### src/rtl/bit_demux_reg32.sv
// bit_demux_reg32: serial-to-parallel 32-bit collector with direct bit writes.
// Optional macro BIT_DEMUX_LSB_FIRST_EN selects LSB-first collection order.
module bit_demux_reg32 (
  input  logic        clock,
  input  logic        reset,
  input  logic        start,
  input  logic        bit_in,
  input  logic        bit_valid,
  input  logic        wr_en,
  input  logic [4:0]  wr_sel,
  input  logic        wr_bit,
  output logic [31:0] result,
  output logic [4:0]  index,
  output logic        busy,
  output logic        data_ready
);

  typedef enum logic [1:0] {
    IDLE    = 2'd0,
    COLLECT = 2'd1,
    DONE    = 2'd2
  } state_t;

`ifdef BIT_DEMUX_LSB_FIRST_EN
  localparam logic [4:0] START_POS = 5'd0;
  localparam logic [4:0] FINAL_POS = 5'd31;
`else
  localparam logic [4:0] START_POS = 5'd31;
  localparam logic [4:0] FINAL_POS = 5'd0;
`endif

  state_t     state;
  logic [4:0] index_nxt;

  // next position in collection order
  always_comb begin
`ifdef BIT_DEMUX_LSB_FIRST_EN
    index_nxt = index + 5'd1;
`else
    index_nxt = index - 5'd1;
`endif
  end

  // state, collected word, index and registered status decodes
  always_ff @(posedge clock) begin
    if (reset) begin
      state      <= IDLE;
      result     <= 32'h0;
      index      <= START_POS;
      busy       <= 1'b0;
      data_ready <= 1'b0;
    end else begin
      unique case (state)
        IDLE, DONE: begin
          if (start) begin
            state      <= COLLECT;
            result     <= 32'h0;
            index      <= START_POS;
            busy       <= 1'b1;
            data_ready <= 1'b0;
          end else if (wr_en) begin
            result[wr_sel] <= wr_bit;
          end
        end
        COLLECT: begin
          if (start) begin
            result <= 32'h0;
            index  <= START_POS;
          end else if (bit_valid) begin
            result[index] <= bit_in;
            if (index == FINAL_POS) begin
              state      <= DONE;
              index      <= START_POS;
              busy       <= 1'b0;
              data_ready <= 1'b1;
            end else begin
              index <= index_nxt;
            end
          end
        end
        default: begin
          state      <= IDLE;
          result     <= 32'h0;
          index      <= START_POS;
          busy       <= 1'b0;
          data_ready <= 1'b0;
        end
      endcase
    end
  end

endmodule

### config.mk
export PLATFORM = sky130hd
export DESIGN_NAME = bit_demux_reg32
export DESIGN_NICKNAME = d
export VERILOG_FILES = /design/src/rtl/bit_demux_reg32.sv
export SDC_FILE = /design/constraint.sdc
export NUM_CORES = 1
export LEC_CHECK = 0
export ABC_AREA = 1
export CAP_MARGIN = 0
export CORE_MARGIN = 10
export CORE_UTILIZATION = 45
export CTS_CLUSTER_SIZE = 28
export DETAILED_ROUTE_END_ITERATION = 10
export PLACE_DENSITY = 0.66
export SETUP_SLACK_MARGIN = 0.5
export SLEW_MARGIN = 25
export SYNTH_ARGS = -nofsm -noshare
export SYNTH_HDL_FRONTEND = slang
export SYNTH_SLANG_ARGS = --single-unit
### constraint.sdc
create_clock -name clock -period 1.6 [get_ports clock]
set_clock_uncertainty 0.05 [all_clocks]
set_input_delay 0.16 -clock clock [delete_from_list [all_inputs] [get_ports clock]]
set_output_delay 0.16 -clock clock [all_outputs]
set_load 0.03 [all_outputs]
==> reports/qor.log, run 1 <==
[outcome] outcome complete, no violations
[clocking] worst skew pair latency 0.30 ns
[setup_path] Critical Path Slowest Stage Cell dfxtp_4
[yosys] proportion of synthesized chip area in sequential cells 24.6%
[sta] WHS 0.376 ns
[layout] layout overhead on the synthesized area 50.4%
[power] net switching power figure 0.938 mW
[drt] Antenna Nets Post-Route 0
[place] Port Buffers 50
[place] post-DP HPWL 8.03 mm
[global_routing] number of antenna violations at the first check in global routing 0
[clocking] number of buffers inserted during clock tree synthesis 5
[floorplan] initial core utilization 46.1%
[yosys] count of yosys warnings during synthesis 0
[global_routing] pin count of the biggest net entering global routing 34
[layout] storage element area 852 sq um
[power] Sequential Power Share 38.4%
[layout] total of fill cells in the finished design 648
[power] net switching fraction of the power 33.7%
[drt] total number of vias 4400
[drt] per-cell via count in the routed design 5.72
[layout] fraction of layout instances using a drive strength above 1 32.8%
[floorplan] width of the die 106 um
[global_routing] global-route usage over all layers 21.3%
[sta] Max Fclk 706 MHz
[global_routing] number of global-route vias before repair 4008
[sta] final hold violation count 0
[clocking] clock tree from TritonCTS yes
[layout] footprint of the multi-input gates 2440 sq um
[setup_path] Data arrival, critical path 1.60 ns
[yosys] post-synthesis sequential element count 41
[floorplan] overall die height 106 um
[power] worst-case vdd ir drop 0.361 mV
[layout] most common cell after layout, fill and taps aside nand2_1
[setup_path] CP max stage delay 0.40 ns
[drt] number of DRC violations after detailed-routing iteration 0 453
[yosys] cell area after technology mapping 3340 sq um
[sta] minimum period implied by the final worst setup slack 1.42 ns
[setup_path] kind of critical path reg2reg
[yosys] Net Count, Synth 596
[clocking] buffer depth of the longest clock path 2
[sta] max-slew headroom at the worst pin 76.9%
[run] number of maximum-capacitance violations 0
[floorplan] Core Area 7250 sq um
[layout] total number of nets in the final design 686
[clocking] clock input transition at the sequential cells of the worst setup and hold paths 0.09 ns
[drt] number of design rule violations left after detail routing 0
[setup_path] buffers and inverters on the worst path 2
[layout] most used cells in the layout excluding fill and tap cells nand2_1 (163), nand3_1 (105), buf_4 (71)
[setup_path] family of cells with the greatest summed delay on the critical path flip-flops
[floorplan] Die ar. 11300 sq um
[power] Clock power frac 30.9%
[power] internal power 1.84 mW
[power] Total Power Consumption 2.78 mW
[layout] antenna diode count 0
[global_routing] remaining global-route overflow 0
[place] final estimated routing congestion in global placement 0.909
[clocking] number of hold buffers added after cts 0
[yosys] synth unique cells 24
[worst_hold_path] path type of the worst min-delay path in2reg
[drt] average wire per cell in the routed design 16.9 um
[clocking] Root Buffer Master clkbuf_8
[drt] Routed WL 13.0 mm
[sta] final-report max-slew violation count 0
[floorplan] I/O pin count 51
[global_routing] global-route wire length before repair 20.0 mm
[power] reported leakage power 2.14 nW
[clocking] number of sinks handled by clock tree synthesis 41
[yosys] Post-Syn Instances 579
[setup_path] most frequent cell on the critical path nand2_1
[yosys] Syn Area/Cell 5.77 sq um
[drt] first-pass detailed-route iteration total 7
[floorplan] number of rows created at floorplan 31
[sta] fraction of the cycle the final worst path needs 88.5%
[sta] unrepaired setup endpoints after global routing yes
[power] combinational power share 30.7%
[setup_path] endpoint kind of the worst setup timing path flop
[sta] total of endpoints with negative setup slack in the final report 0
[setup_path] worst-path cell chain inv_6 -> ha_4 -> buf_8 -> nand4_1 -> nand2_1 -> nand3_1 -> nand2_1 -> nand2_1 -> a21oi_2
[power] Power per Cell Area 553 nW/um^2
[setup_path] CP Launch Type flop
[setup_path] maximum fanout along the worst path 10
[sta] worst slew pin tran 0.346 ns
[clocking] # H-tree levels 2
[setup_path] data required time of the worst path 1.78 ns
==> registers in the layout, summed over array words and instances, names as in the netlist <==
name / count
result: 32
data_ready: 1
index: 5
state: 2
busy: 1
==> metal layers <==
metal	up-vias	global-route usage (%)	part of all wire [%]	routed length [um]
met1	2000	25.6	40	5170
li1	2116	-	-	-
met2	232	35.8	47	6110
met3	52	4.83	9.4	1220
met5	-	0	0	0
met4	0	8.51	3.6	467
==> kinds of logic after synthesis <==
family                     count (synthesis)  synth area share (%)
and+or+nand+nor                          362                  49.2
buffers and inverters                    101                  12.9
AOI/OAI and AO/OA                         68                  10.9
DFF                                       41                  24.6
adders and majority gates                  5                  1.87
xor gates and xnor gates                   2                 0.524
==> metrics by stage <==
step	area [sq um]	setup TNS, ns	worst slack (ns)	instances	utilization (%)
floorplan	3500	0	0.255	579	-
global route	5030	0	0.101	769	69.3
detailed placement	4240	-3.90	-0.143	722	58.4
global placement	4240	-2.65	-0.105	722	58.4
CTS	4680	0	0.209	762	64.5
finish	5030	0	0.184	769	69.3
==> timing repair <==
action / 4_1_cts / 5_1_grt
setup endpoints to repair: 80 / 74
pin swaps: 36 / 47
buffers inserted: 30 / 6
cloned: 2 / 1
resized for setup: 271 / 104
==> power groups by stage <==
stage / clock network [mW] / registers (mW) / logic, mW
6_report: 0.861 / 1.07 / 0.854
3_5_place_dp: 0 / 1.09 / 0.652
5_1_grt: 0.925 / 1.07 / 0.900
2_1_floorplan: 0 / 1.12 / 0.346
4_1_cts: 0.884 / 1.07 / 0.770
3_3_place_gp: 0 / 1.09 / 0.648
==> cells in the mapped netlist (all sizes together) <==
| cell type | instances | area share, % |
|---|---|---|
| nand3 | 132 | 20 |
| o211ai | 2 | 0.45 |
| nand2 | 168 | 19 |
| nand4 | 35 | 6.6 |
| xor2 | 2 | 0.52 |
| buf | 27 | 4.6 |
| dfxtp | 41 | 25 |
| ha | 5 | 1.9 |
| nor2 | 26 | 3.8 |
| nor3 | 1 | 0.15 |
| inv | 58 | 6.5 |
| clkbuf | 16 | 1.8 |
| a21oi | 37 | 5.7 |
| o21ai | 29 | 4.8 |
==> area by class of cell <==
cell class / instances / area share, %
Multi-Input combinational cell: 437 / 48.6
Timing Repair Buffer: 126 / 25.1
Sequential cell: 41 / 16.9
Inverter: 58 / 4.78
Tap cell: 99 / 2.46
Clock buffer: 6 / 1.44
Clock inverter: 2 / 0.672
==> worst min-delay path, cell delays in order <==
cell and delay, ns:
dlygate4sd2_1 0.33, nand3_1 0.14, a21oi_1 0.06
==> path summary, 6_finish.rpt <==
kind                 to  cells after the start       start  slack, ns
max          result[12]                      9    index[0]       0.18
min            state[0]                      3       start       0.38
max reg2reg  result[12]                      9    index[0]       0.18
min reg2reg  data_ready                      2  data_ready       0.42
No activity file was read; power rests on OpenSTA's default activity.
==> run 2: changes to the inputs <==
- CORE_ASPECT_RATIO: default -> 1.25
- SLEW_MARGIN: 25 -> 30
==> reports/qor.log, run 2 (synthesis gave the netlist of run 1 again) <==
[setup_path] count of cells along the worst register-to-register path 9
[global_routing] remaining global-route overflow 0
[setup_path] buffers and inverters on the worst path 2
[layout] most used cells in the layout excluding fill and tap cells nand2_1 (155), nand3_1 (106), buf_4 (67)
[sta] fraction of the cycle the final worst path needs 91.5%
[layout] most flop-heavy register result
[setup_path] data required time of the worst path 1.78 ns
[setup_path] maximum fanout along the worst path 6
[sta] total of endpoints with negative setup slack in the final report 0
[layout] Largest register FFs 32
[worst_hold_path] number of cells on the worst hold path 3
[drt] first-pass detailed-route iteration total 7
[setup_path] worst-path cell chain buf_12 -> clkinvlp_4 -> nor2_4 -> nand3_2 -> nand2_1 -> nand3_1 -> nand2_1 -> nand2_1 -> a21oi_1
[global_routing] number of antenna violations at the first check in global routing 0
[setup_path] CP Launch Type flop
[drt] total number of vias 4478
[power] worst-case vdd ir drop 0.385 mV
[layout] fraction of layout instances using a drive strength above 1 35.0%
[sta] max-slew headroom at the worst pin 72.4%
[clocking] buffer depth of the longest clock path 2
[sta] final-report max-slew violation count 0
[sta] Max Fclk 683 MHz
[worst_hold_path] path type of the worst min-delay path in2reg
[clocking] number of buffers inserted during clock tree synthesis 5
[layout] Post-Layout Inst Area 5110 sq um
[global_routing] GR Util met1 24.9%
[setup_path] FF-to-FF setup slack 0.14 ns
[place] Port Buffers 50
[global_routing] GRT Max-Usage Layer met2
[setup_path] endpoint kind of the worst setup timing path flop
[place] final estimated routing congestion in global placement 0.887
[floorplan] overall die height 116 um
[layout] most common cell after layout, fill and taps aside nand2_1
[sta] final hold violation count 0
[clocking] worst skew pair latency 0.30 ns
[drt] number of DRC violations after detailed-routing iteration 0 488
[layout] layout overhead on the synthesized area 52.8%
[setup_path] Critical Path Slowest Stage Cell dfxtp_4
[clocking] number of sinks handled by clock tree synthesis 41
[global_routing] global-route wire length before repair 20.0 mm
[setup_path] end of the worst register-to-register path result[10]
[floorplan] Core Area 7310 sq um
[power] reported leakage power 2.18 nW
[setup_path] Data arrival, critical path 1.64 ns
[setup_path] CP max stage delay 0.40 ns
[sta] minimum period implied by the final worst setup slack 1.46 ns
[drt] number of design rule violations left after detail routing 0
[layout] registers with the most flip-flops result (32), index (5), state (2)
[drt] per-cell via count in the routed design 5.85
[global_routing] pin count of the biggest net entering global routing 33
[global_routing] number of global-route vias before repair 4056
[run] number of maximum-capacitance violations 0
[place] post-DP HPWL 8.47 mm
[clocking] clock input transition at the sequential cells of the worst setup and hold paths 0.09 ns
[floorplan] number of rows created at floorplan 35
[global_routing] global-route usage over all layers 21.0%
[setup_path] reg-to-reg critical path startpoint index[3]
[drt] Antenna Nets Post-Route 0
[layout] final standard cell count with taps included and fillers excluded 766
[setup_path] family of cells with the greatest summed delay on the critical path simple AND/OR/NAND/NOR gates
[layout] end-of-flow core utilization 69.8%
[place] dpl cells 720
[setup_path] kind of critical path reg2reg
[clocking] clock tree from TritonCTS yes
[floorplan] I/O pin count 51
[floorplan] initial core utilization 45.7%
[worst_hold_path] critical hold path startpoint start
[layout] total number of nets in the final design 690
[global_routing] M3 GR Usage 3.31%
[worst_hold_path] hold-critical path endpoint state[0]
[power] Power per Cell Area 560 nW/um^2
[setup_path] most frequent cell on the critical path nand2_1
[drt] average wire per cell in the routed design 17.6 um
[global_routing] met2 usage in global routing 36.2%
[drt] Routed WL 13.5 mm
[outcome] outcome complete, no violations
[clocking] Root Buffer Master clkbuf_8
[floorplan] Die ar. 11300 sq um
[clocking] # H-tree levels 2
[layout] antenna diode count 0
[sta] unrepaired setup endpoints after global routing yes
[sta] worst slew pin tran 0.412 ns
[place] post-detailed-placement cell area 4270 sq um
[floorplan] width of the die 97.1 um
## run 2: worst max-delay path by stage
stage / startpoint / to / slack [ns] / cells after the start
6_report: index[3] / result[10] / 0.14 / 9
5_1_grt: index[3] / result[10] / 0.04 / 9
4_1_cts: index[3] / result[0] / 0.21 / 9
3_5_place_dp: wr_sel[3] / result[26] / -0.17 / 9
3_3_place_gp: wr_sel[4] / result[26] / -0.12 / 9
2_1_floorplan: index[0] / result[7] / 0.25 / 8
## run 2: power breakdown
group	switching (mW)	internal, mW
sequential	0.0314	1.04
clock	0.402	0.510
combinational	0.529	0.349
total	0.962	1.90
## run 2: repair_timing
action,CTS,global route
setup buffers,19,15
hold buffers,0,0
pin swaps,40,55
cloned,1,3
endpoints found under the setup margin,80,71
resized for setup,260,126
## run 2: cell type report
cell class,count,area [sq um]
multi-input cells,438,2470
clock inverters,1,30.0
fillers,601,2210
well taps,92,115
repair buffers,129,1290
inverters,58,253
clock buffers,7,86.3
flip-flops and latches,41,852
## run 2: worst min-delay path, delay by kind of cell
family	cells	cell delay [ns]
simple gates	1	0.14
buf+inv	1	0.33
compound gates	1	0.06
## run 2: per-layer routing
layer	part of all wire, %	vias to the layer above
met3	6.7	73
li1	-	2116
met4	5.5	0
met2	48	216
met1	39	2073
met5	0	-
## run 2: stage by stage
stage	hold WS (ns)	total power, mW	setup TNS (ns)	setup slack [ns]
floorplan	0.286	1.46	0	0.255
global placement	0.403	1.75	-2.14	-0.117
detailed placement	0.409	1.75	-3.35	-0.168
CTS	0.354	2.72	0	0.212
global route	0.411	2.95	0	0.0394
finish	0.380	2.86	0	0.135
==> run 3: changes to the inputs <==
- CORE_MARGIN: 10 -> 2
==> reports/qor.log, run 3 (synthesis gave the netlist of run 1 again) <==
[global_routing] remaining global-route overflow 0
[setup_path] Data arrival, critical path 1.62 ns
[clocking] clock tree from TritonCTS yes
[global_routing] M3 GR Usage 4.05%
[layout] registers with the most flip-flops result (32), index (5), state (2)
[clocking] clock input transition at the sequential cells of the worst setup and hold paths 0.09 ns
[sta] Max Fclk 699 MHz
[global_routing] global-route wire length before repair 19.9 mm
[layout] Largest register FFs 32
[power] reported leakage power 2.12 nW
[layout] antenna diode count 0
[sta] worst slew pin tran 0.361 ns
[drt] per-cell via count in the routed design 5.78
[sta] final-report max-slew violation count 0
[drt] first-pass detailed-route iteration total 5
[drt] Antenna Nets Post-Route 0
[floorplan] I/O pin count 51
[setup_path] kind of critical path reg2reg
[layout] most used cells in the layout excluding fill and tap cells nand2_1 (161), nand3_1 (112), buf_4 (58)
[drt] average wire per cell in the routed design 16.8 um
[drt] number of DRC violations after detailed-routing iteration 0 526
[run] number of maximum-capacitance violations 0
[global_routing] pin count of the biggest net entering global routing 37
[floorplan] Die ar. 8140 sq um
[clocking] worst skew pair latency 0.30 ns
[drt] number of design rule violations left after detail routing 0
[layout] total number of nets in the final design 685
[layout] most common cell after layout, fill and taps aside nand2_1
[place] post-DP HPWL 7.79 mm
[floorplan] width of the die 81.1 um
[clocking] number of buffers inserted during clock tree synthesis 5
[worst_hold_path] path type of the worst min-delay path in2reg
[sta] final hold violation count 0
[layout] end-of-flow core utilization 67.6%
[sta] WHS 0.372 ns
[sta] total of endpoints with negative setup slack in the final report 0
[clocking] # H-tree levels 2
[clocking] buffer depth of the longest clock path 2
[power] Power per Cell Area 564 nW/um^2
[clocking] Root Buffer Master clkbuf_8
[global_routing] met2 usage in global routing 53.5%
[setup_path] data required time of the worst path 1.79 ns
[global_routing] number of global-route vias before repair 4172
[power] worst-case vdd ir drop 0.428 mV
[floorplan] initial core utilization 46.0%
[layout] layout overhead on the synthesized area 47.0%
[layout] most flop-heavy register result
[sta] max-slew headroom at the worst pin 75.9%
[outcome] outcome complete, no violations
[place] Port Buffers 50
[sta] minimum period implied by the final worst setup slack 1.43 ns
[global_routing] GRT Max-Usage Layer met2
[drt] total number of vias 4400
[setup_path] endpoint kind of the worst setup timing path flop
[floorplan] number of rows created at floorplan 35
[clocking] number of sinks handled by clock tree synthesis 41
[floorplan] Core Area 7270 sq um
[global_routing] GR Util met1 36.9%
[layout] fraction of layout instances using a drive strength above 1 31.1%
[drt] Routed WL 12.8 mm
[sta] fraction of the cycle the final worst path needs 89.5%
[sta] unrepaired setup endpoints after global routing yes
[setup_path] CP Launch Type flop
[global_routing] global-route usage over all layers 31.4%
[floorplan] overall die height 100 um
[place] final estimated routing congestion in global placement 0.857
[global_routing] number of antenna violations at the first check in global routing 0
[setup_path] maximum fanout along the worst path 5
## run 3: cell types whose count changed in the layout (fill, tap and decap cells not counted), moves of 5 or more
cell     delta
nand3_1     +6
nand2_2     -5
buf_4       -9
nand2_1     +6
buf_6       +7
nand3_2     -6
a21oi_1    +10
a21oi_2    -10
## run 3: critical path: stages, from the launching register on
cell and delay [ns]:
dfxtp_4 0.45, inv_6 0.07, ha_4 0.19, buf_6 0.14, nand4_1 0.13, nand3_2 0.11, nand2_1 0.07, nand2_1 0.05
a21oi_1 0.12
## run 3: metal layers
metal / up-vias / share of wire (%)
met1: 2003 / 39
met3: 70 / 6.7
met5: - / 0
li1: 2113 / -
met4: 0 / 6.0
met2: 214 / 48
## run 3: worst paths after layout
path | start | end | slack (ns) | depth (start not counted)
hold / removal | start | state[0] | 0.37 | 3
setup reg to reg | index[0] | result[16] | 0.17 | 8
hold reg to reg | busy | busy | 0.41 | 2
setup / recovery | index[0] | result[16] | 0.17 | 8
## run 3: final cells by class
| class | count | area (sq um) |
|---|---|---|
| multi-input combinational | 438 | 2380 |
| sequential | 41 | 852 |
| fill | 676 | 2360 |
| clock inverter | 2 | 35.0 |
| clock buffer | 6 | 72.6 |
| timing repair buffer | 124 | 1210 |
| tap | 92 | 115 |
| inverter | 58 | 244 |
## run 3: repair_timing
item                                    CTS  global route
resized for setup                       274            90
hold buffers                              0             0
cloned                                    3             1
endpoints found under the setup margin   80            71
buffers inserted                         28             9
pin swaps                                63            34
## run 3: metrics by stage
stage                     power (mW)  cells  worst slack [ns]  area, sq um  TNS (ns)
after detailed placement        1.73    712            -0.181         4220     -4.74
final                           2.77    761             0.168         4910         0
after global routing            2.88    761             0.104         4910         0
after CTS                       2.72    751             0.213         4630         0
after global placement          1.72    712            -0.153         4220     -3.76
after floorplan                 1.46    579             0.255         3500         0
## run 3: power by group
group | internal [mW] | total (mW) | leakage (nW) | switching [mW]
registers | 1.04 | 1.07 | 0.335 | 0.0316
logic | 0.339 | 0.838 | 1.73 | 0.498
clock network | 0.464 | 0.865 | 0.0552 | 0.401
